**src/rtl/pe_net_iface.sv**
```systemverilog
// Network interface between a processing element and its mesh switch PE port.
// TX packs requests into flits through a one-entry register; RX filters by destination into a show-ahead FIFO.
module pe_net_iface #(
    parameter int MY_X     = 0,
    parameter int MY_Y     = 0,
    parameter int RX_DEPTH = 4,
    parameter int RX_AW    = 2
) (
    input  logic             i_clk,
    input  logic             i_rst_n,
    input  logic             i_tx_valid,
    output logic             o_tx_ready,
    input  logic [3:0]       i_tx_dst_x,
    input  logic [3:0]       i_tx_dst_y,
    input  logic [25:0]      i_tx_payload,
    output logic             o_sw_valid,
    input  logic             i_sw_ready,
    output logic [41:0]      o_sw_data,
    input  logic             i_sw_valid,
    output logic             o_sw_ready,
    input  logic [41:0]      i_sw_data,
    output logic             o_rx_valid,
    input  logic             i_rx_ready,
    output logic [3:0]       o_rx_src_x,
    output logic [3:0]       o_rx_src_y,
    output logic [25:0]      o_rx_payload,
    output logic [RX_AW:0]   o_rx_level,
    output logic             o_misroute,
    output logic [15:0]      o_tx_count,
    output logic [15:0]      o_rx_count
);

    typedef struct packed {
        logic [3:0]  dst_x;
        logic [3:0]  dst_y;
        logic [3:0]  src_x;
        logic [3:0]  src_y;
        logic [25:0] payload;
    } flit_t;

    // Only the fields the PE sees are stored; the destination is known to be this node.
    typedef struct packed {
        logic [3:0]  src_x;
        logic [3:0]  src_y;
        logic [25:0] payload;
    } rx_entry_t;

    localparam logic [3:0]     SELF_X     = 4'(MY_X);
    localparam logic [3:0]     SELF_Y     = 4'(MY_Y);
    localparam logic [RX_AW:0] FULL_LEVEL = (RX_AW+1)'(RX_DEPTH);

    // ---------------- TX path ----------------
    flit_t sw_flit;
    logic  tx_accept;
    logic  sw_out_xfer;

    assign o_tx_ready  = !o_sw_valid || i_sw_ready;
    assign tx_accept   = i_tx_valid && o_tx_ready;
    assign sw_out_xfer = o_sw_valid && i_sw_ready;
    assign o_sw_data   = sw_flit;

    always_ff @(posedge i_clk) begin
        if (!i_rst_n) begin
            o_sw_valid <= 1'b0;
            sw_flit    <= '0;
            o_tx_count <= '0;
        end else begin
            if (tx_accept) begin
                o_sw_valid <= 1'b1;
                sw_flit    <= '{dst_x: i_tx_dst_x, dst_y: i_tx_dst_y,
                                src_x: SELF_X, src_y: SELF_Y, payload: i_tx_payload};
            end else if (sw_out_xfer) begin
                o_sw_valid <= 1'b0;
            end
            if (sw_out_xfer)
                o_tx_count <= o_tx_count + 16'd1;
        end
    end

    // ---------------- RX path ----------------
    flit_t            in_flit;
    rx_entry_t        mem [RX_DEPTH];
    rx_entry_t        head;
    logic [RX_AW-1:0] wr_ptr;
    logic [RX_AW-1:0] rd_ptr;
    logic [RX_AW:0]   level;
    logic             sw_in_xfer;
    logic             dst_hit;
    logic             push;
    logic             pop;

    assign in_flit    = flit_t'(i_sw_data);
    assign dst_hit    = (in_flit.dst_x == SELF_X) && (in_flit.dst_y == SELF_Y);
    assign o_sw_ready = (level != FULL_LEVEL);
    assign sw_in_xfer = i_sw_valid && o_sw_ready;
    assign push       = sw_in_xfer && dst_hit;
    assign o_rx_valid = (level != '0);
    assign pop        = o_rx_valid && i_rx_ready;

    assign head         = mem[rd_ptr];
    assign o_rx_src_x   = head.src_x;
    assign o_rx_src_y   = head.src_y;
    assign o_rx_payload = head.payload;
    assign o_rx_level   = level;

    // Storage needs no reset: entries are only visible through level.
    always_ff @(posedge i_clk) begin
        if (push)
            mem[wr_ptr] <= '{src_x: in_flit.src_x, src_y: in_flit.src_y,
                             payload: in_flit.payload};
    end

    always_ff @(posedge i_clk) begin
        if (!i_rst_n) begin
            wr_ptr     <= '0;
            rd_ptr     <= '0;
            level      <= '0;
            o_misroute <= 1'b0;
            o_rx_count <= '0;
        end else begin
            if (push)
                wr_ptr <= wr_ptr + 1'b1;
            if (pop)
                rd_ptr <= rd_ptr + 1'b1;
            if (push && !pop)
                level <= level + 1'b1;
            else if (!push && pop)
                level <= level - 1'b1;
            if (push)
                o_rx_count <= o_rx_count + 16'd1;
            // Misrouted flits are still consumed so the switch port never wedges.
            if (sw_in_xfer && !dst_hit)
                o_misroute <= 1'b1;
        end
    end

endmodule
```
**config.mk**
```make
export PLATFORM = sky130hd
export DESIGN_NAME = pe_net_iface
export DESIGN_NICKNAME = d
export VERILOG_FILES = /design/src/rtl/pe_net_iface.sv
export SDC_FILE = /design/constraint.sdc
export NUM_CORES = 1
export LEC_CHECK = 0
export CORE_MARGIN = 4
export CORE_UTILIZATION = 49
export CTS_BUF_LIST = sky130_fd_sc_hd__clkbuf_16
export DETAILED_ROUTE_END_ITERATION = 10
export PLACE_DENSITY = 0.89
export SYNTH_ARGS = -nofsm -noshare
export SYNTH_HDL_FRONTEND = slang
export SYNTH_SLANG_ARGS = --single-unit
```
**constraint.sdc**
```tcl
create_clock -name i_clk -period 3.5 [get_ports i_clk]
set_clock_uncertainty 0.1 [all_clocks]
set_input_delay 0.7 -clock i_clk [delete_from_list [all_inputs] [get_ports i_clk]]
set_output_delay 0.7 -clock i_clk [all_outputs]
set_load 0.02 [all_outputs]
```
==> out/metrics.csv, run 1 <==
metric,value,unit
CTS Buf Count,22,
hold_buf cts,0,
core footprint,16100,um2
ANT nets after route,0,
crit path launch type,flop,
P per Cell Area,575,nW/um2
Fmax achieved,316,MHz
Hold WC Path Type,reg -> reg,
Ys Warns,0,
worst-path fanout max,29,
dpl cells,955,
Period minus WS final,3.17,ns
clk_lat worst skew,0.49,ns
routed len/inst,18.1,um
H-tree lvl count,1,
Resized Gates After CTS,0,
Register Area,5630,um2
Post-CTS Setup Bufs,0,
critical path class,reg -> out,
Die W,137,um
nets@finish,853,
post-detail-place hpwl,12100,um
row cnt,46,
"wirelength, routed",18000,um
DR vias/cell,5.30,
share of layout cells above drive strength 1,11.8,%
RD Place Congestion,0.777,
peak supply drop,0.000380,V
Die Span Y,137,um
CP required,2.70,ns
"Arr. time, crit path",2.37,ns
synth unique cells,37,
Post-Layout Cell Count,994,
GRT Total Usage,19.2,%
Mapped Area,8140,um2
setup tns final,0,ns
sequential area share after synthesis,69.1,%
number of global-route vias before repair,5493,
synth-to-layout area growth,35.7,%
first-pass GRT wire length,28200,um
drt pass-1 iters,4,
status,"complete, no violations",
clock root cell,clkbuf_16,
PortBufs,189,
clk slew on worst S/H paths,0.06,ns
Leakage,3.65,nW
gr ovfl total,0,
Final setup viols,0,
synthesis-stage register bit count,213,
clock buffer depth,3,
Initial Util,50.7,%
Finished Cell Area,11000,um2
Gate Count Post-Synth,567,
TritonCTS clock tree,done,
worst slew pin tran,0.501,ns
Layout fillers,1058,
CTS Sinks,213,
"Avg Cell Area, Syn",14.4,um2
maxcap violations,0,
"Hold Violations, Final",0,
IO Pins,198,
DRC viols,0,
placed standard-cell area,10300,um2
crit end category,output pin,
Vias,5269,
largest net degree at the start of global routing,66,
final worst path period share,90.5,%
initial DRC count,213,
initial antenna violation count,0,
RSZ-0062 raised after global routing,no,
multi-input logic area,2340,um2
die area,18700,um2
Slew Limit Fails,0,
# diodes,0,
Max-slew headroom,66.6,%
==> area by class of cell <==
class / count / share of cell area (%)
inverters: 9 / 0.306
well taps: 216 / 2.45
clock inverters: 16 / 1.37
multi-input cells: 317 / 21.2
clock buffers: 23 / 5.21
flip-flops and latches: 213 / 51.0
repair buffers: 200 / 18.6
==> stage by stage <==
stage | worst slack [ns] | hold WS (ns) | total power, mW | util, %
final | 0.332 | 0.352 | 6.35 | 68.8
after global routing | 0.202 | 0.372 | 6.63 | 68.8
after CTS | 0.277 | 0.356 | 6.42 | 68.8
after detailed placement | 0.372 | 0.348 | 4.13 | 64.3
after global placement | 0.400 | 0.340 | 4.11 | 64.3
after floorplan | 0.669 | 0.369 | 3.56 | -
==> cells in the mapped netlist <==
cell type / number / area, um2
a21oi_1: 54 / 270
a31oi_1: 1 / 6.26
and2_1: 8 / 50.1
and3_1: 3 / 18.8
and4_1: 2 / 17.5
buf_1: 3 / 11.3
buf_2: 4 / 20.0
buf_4: 8 / 60.1
buf_6: 1 / 11.3
clkbuf_1: 19 / 71.3
conb_1: 1 / 3.75
dfxtp_1: 77 / 1540
edfxtp_1: 136 / 4080
fa_1: 1 / 20.0
ha_1: 7 / 87.6
inv_1: 8 / 30.0
inv_2: 1 / 3.75
mux2i_1: 3 / 30.0
mux4_2: 34 / 766
nand2_1: 90 / 338
nand2b_1: 3 / 18.8
nand3_1: 10 / 50.1
nand4_1: 8 / 50.1
nand4_4: 1 / 21.3
nand4b_1: 1 / 8.76
nor2_1: 21 / 78.8
nor3_1: 4 / 20.0
nor4_1: 4 / 25.0
nor4_4: 2 / 42.5
nor4b_1: 1 / 8.76
o21ai_0: 9 / 45.0
o31ai_1: 7 / 52.6
or3_1: 9 / 56.3
or3b_2: 1 / 8.76
or4_1: 7 / 52.6
xnor2_1: 12 / 105
xor2_1: 6 / 52.6
==> critical path, stage by stage (launching register included) <==
cell	delay, ns
dfxtp_2	0.46
buf_12	0.29
mux4_2	0.55
clkdlybuf4s50_1	0.56
==> registers in the layout, indices dropped and copies added (netlist names), named ones only <==
register	count
mem	136
o_rx_level	3
o_sw_data	34
o_rx_count	16
o_misroute	1
wr_ptr	2
rd_ptr	2
o_sw_valid	1
o_tx_count	16
==> power by group <==
part / total [mW] / leakage, nW / switching [mW] / internal, mW
sequential: 2.80 / 1.85 / 0.0714 / 2.73
clock: 2.29 / 0.361 / 0.936 / 1.35
combinational: 1.27 / 1.44 / 0.599 / 0.667
total: 6.35 / 3.65 / 1.61 / 4.75
==> cells in the final DEF, fill, tap and decap left out, types with 7 or more instances in the layout <==
cell type,count
clkdlybuf4s50_1,189
edfxtp_1,136
nand2_1,90
dfxtp_1,75
a21oi_1,54
mux4_2,34
clkbuf_16,23
nor2_1,21
xnor2_1,12
inv_1,10
nand3_1,10
or3_1,9
o21ai_0,9
nand4_1,8
conb_1,8
o31ai_1,7
or4_1,7
ha_1,7
==> final timing paths <==
check | startpoint | to | slack [ns] | cells past startpoint
worst max-delay path | flop | o_rx_payload[22] | 0.33 | 3
worst min-delay path | o_sw_data[0]$_SDFFE_PN0P_ | o_sw_data[0]$_SDFFE_PN0P_ | 0.35 | 2
worst max register to register | o_rx_level[0]$_SDFFE_PN0P_ | o_rx_level[2]$_SDFFE_PN0P_ | 1.08 | 8
worst min register to register | o_sw_data[0]$_SDFFE_PN0P_ | o_sw_data[0]$_SDFFE_PN0P_ | 0.35 | 2
==> layer usage <==
layer / track usage (%) / up-vias / share of wire, % / routed length (um)
met5: 0 / - / 0 / 0
met1: 23.2 / 2566 / 39 / 7010
met3: 6.84 / 20 / 10 / 1800
li1: - / 2484 / - / -
met2: 33.0 / 199 / 49 / 8870
met4: 4.71 / 0 / 1.6 / 285
==> cell families (layout without fill, tap and decap cells) <==
logic type / count (synthesis) / after routing / share of synthesized area [%]
mux: 37 / 37 / 9.78
simple gates: 175 / 175 / 10.6
flops: 213 / 213 / 69.1
other cells: 1 / 8 / 0.0461
compound gates: 71 / 71 / 4.60
xor+xnor: 18 / 18 / 1.94
fa+ha+maj: 8 / 8 / 1.32
buf+inv: 44 / 248 / 2.55
No activity file was read; power rests on OpenSTA's default activity.
==> inputs of run 2 (changes only) <==
--- a/config.mk
+++ b/config.mk
@@ -5,10 +5,13 @@
 export SDC_FILE = /design/constraint.sdc
 export NUM_CORES = 1
 export LEC_CHECK = 0
+export CAP_MARGIN = 15
 export CORE_MARGIN = 4
 export CORE_UTILIZATION = 49
 export CTS_BUF_LIST = sky130_fd_sc_hd__clkbuf_16
 export DETAILED_ROUTE_END_ITERATION = 10
+export GPL_ROUTABILITY_DRIVEN = 0
+export HOLD_SLACK_MARGIN = 0.12
 export PLACE_DENSITY = 0.89
 export SYNTH_ARGS = -nofsm -noshare
 export SYNTH_HDL_FRONTEND = slang
==> results of run 2 <==
Final layout, timing and power as in run 1 (identical DEF).
==> inputs of run 3 (changes only) <==
--- a/config.mk
+++ b/config.mk
@@ -13,6 +13,7 @@
 export GPL_ROUTABILITY_DRIVEN = 0
 export HOLD_SLACK_MARGIN = 0.12
 export PLACE_DENSITY = 0.89
+export SLEW_MARGIN = 15
 export SYNTH_ARGS = -nofsm -noshare
 export SYNTH_HDL_FRONTEND = slang
 export SYNTH_SLANG_ARGS = --single-unit
==> results of run 3 <==
Final layout, timing and power as in run 1 (identical DEF).
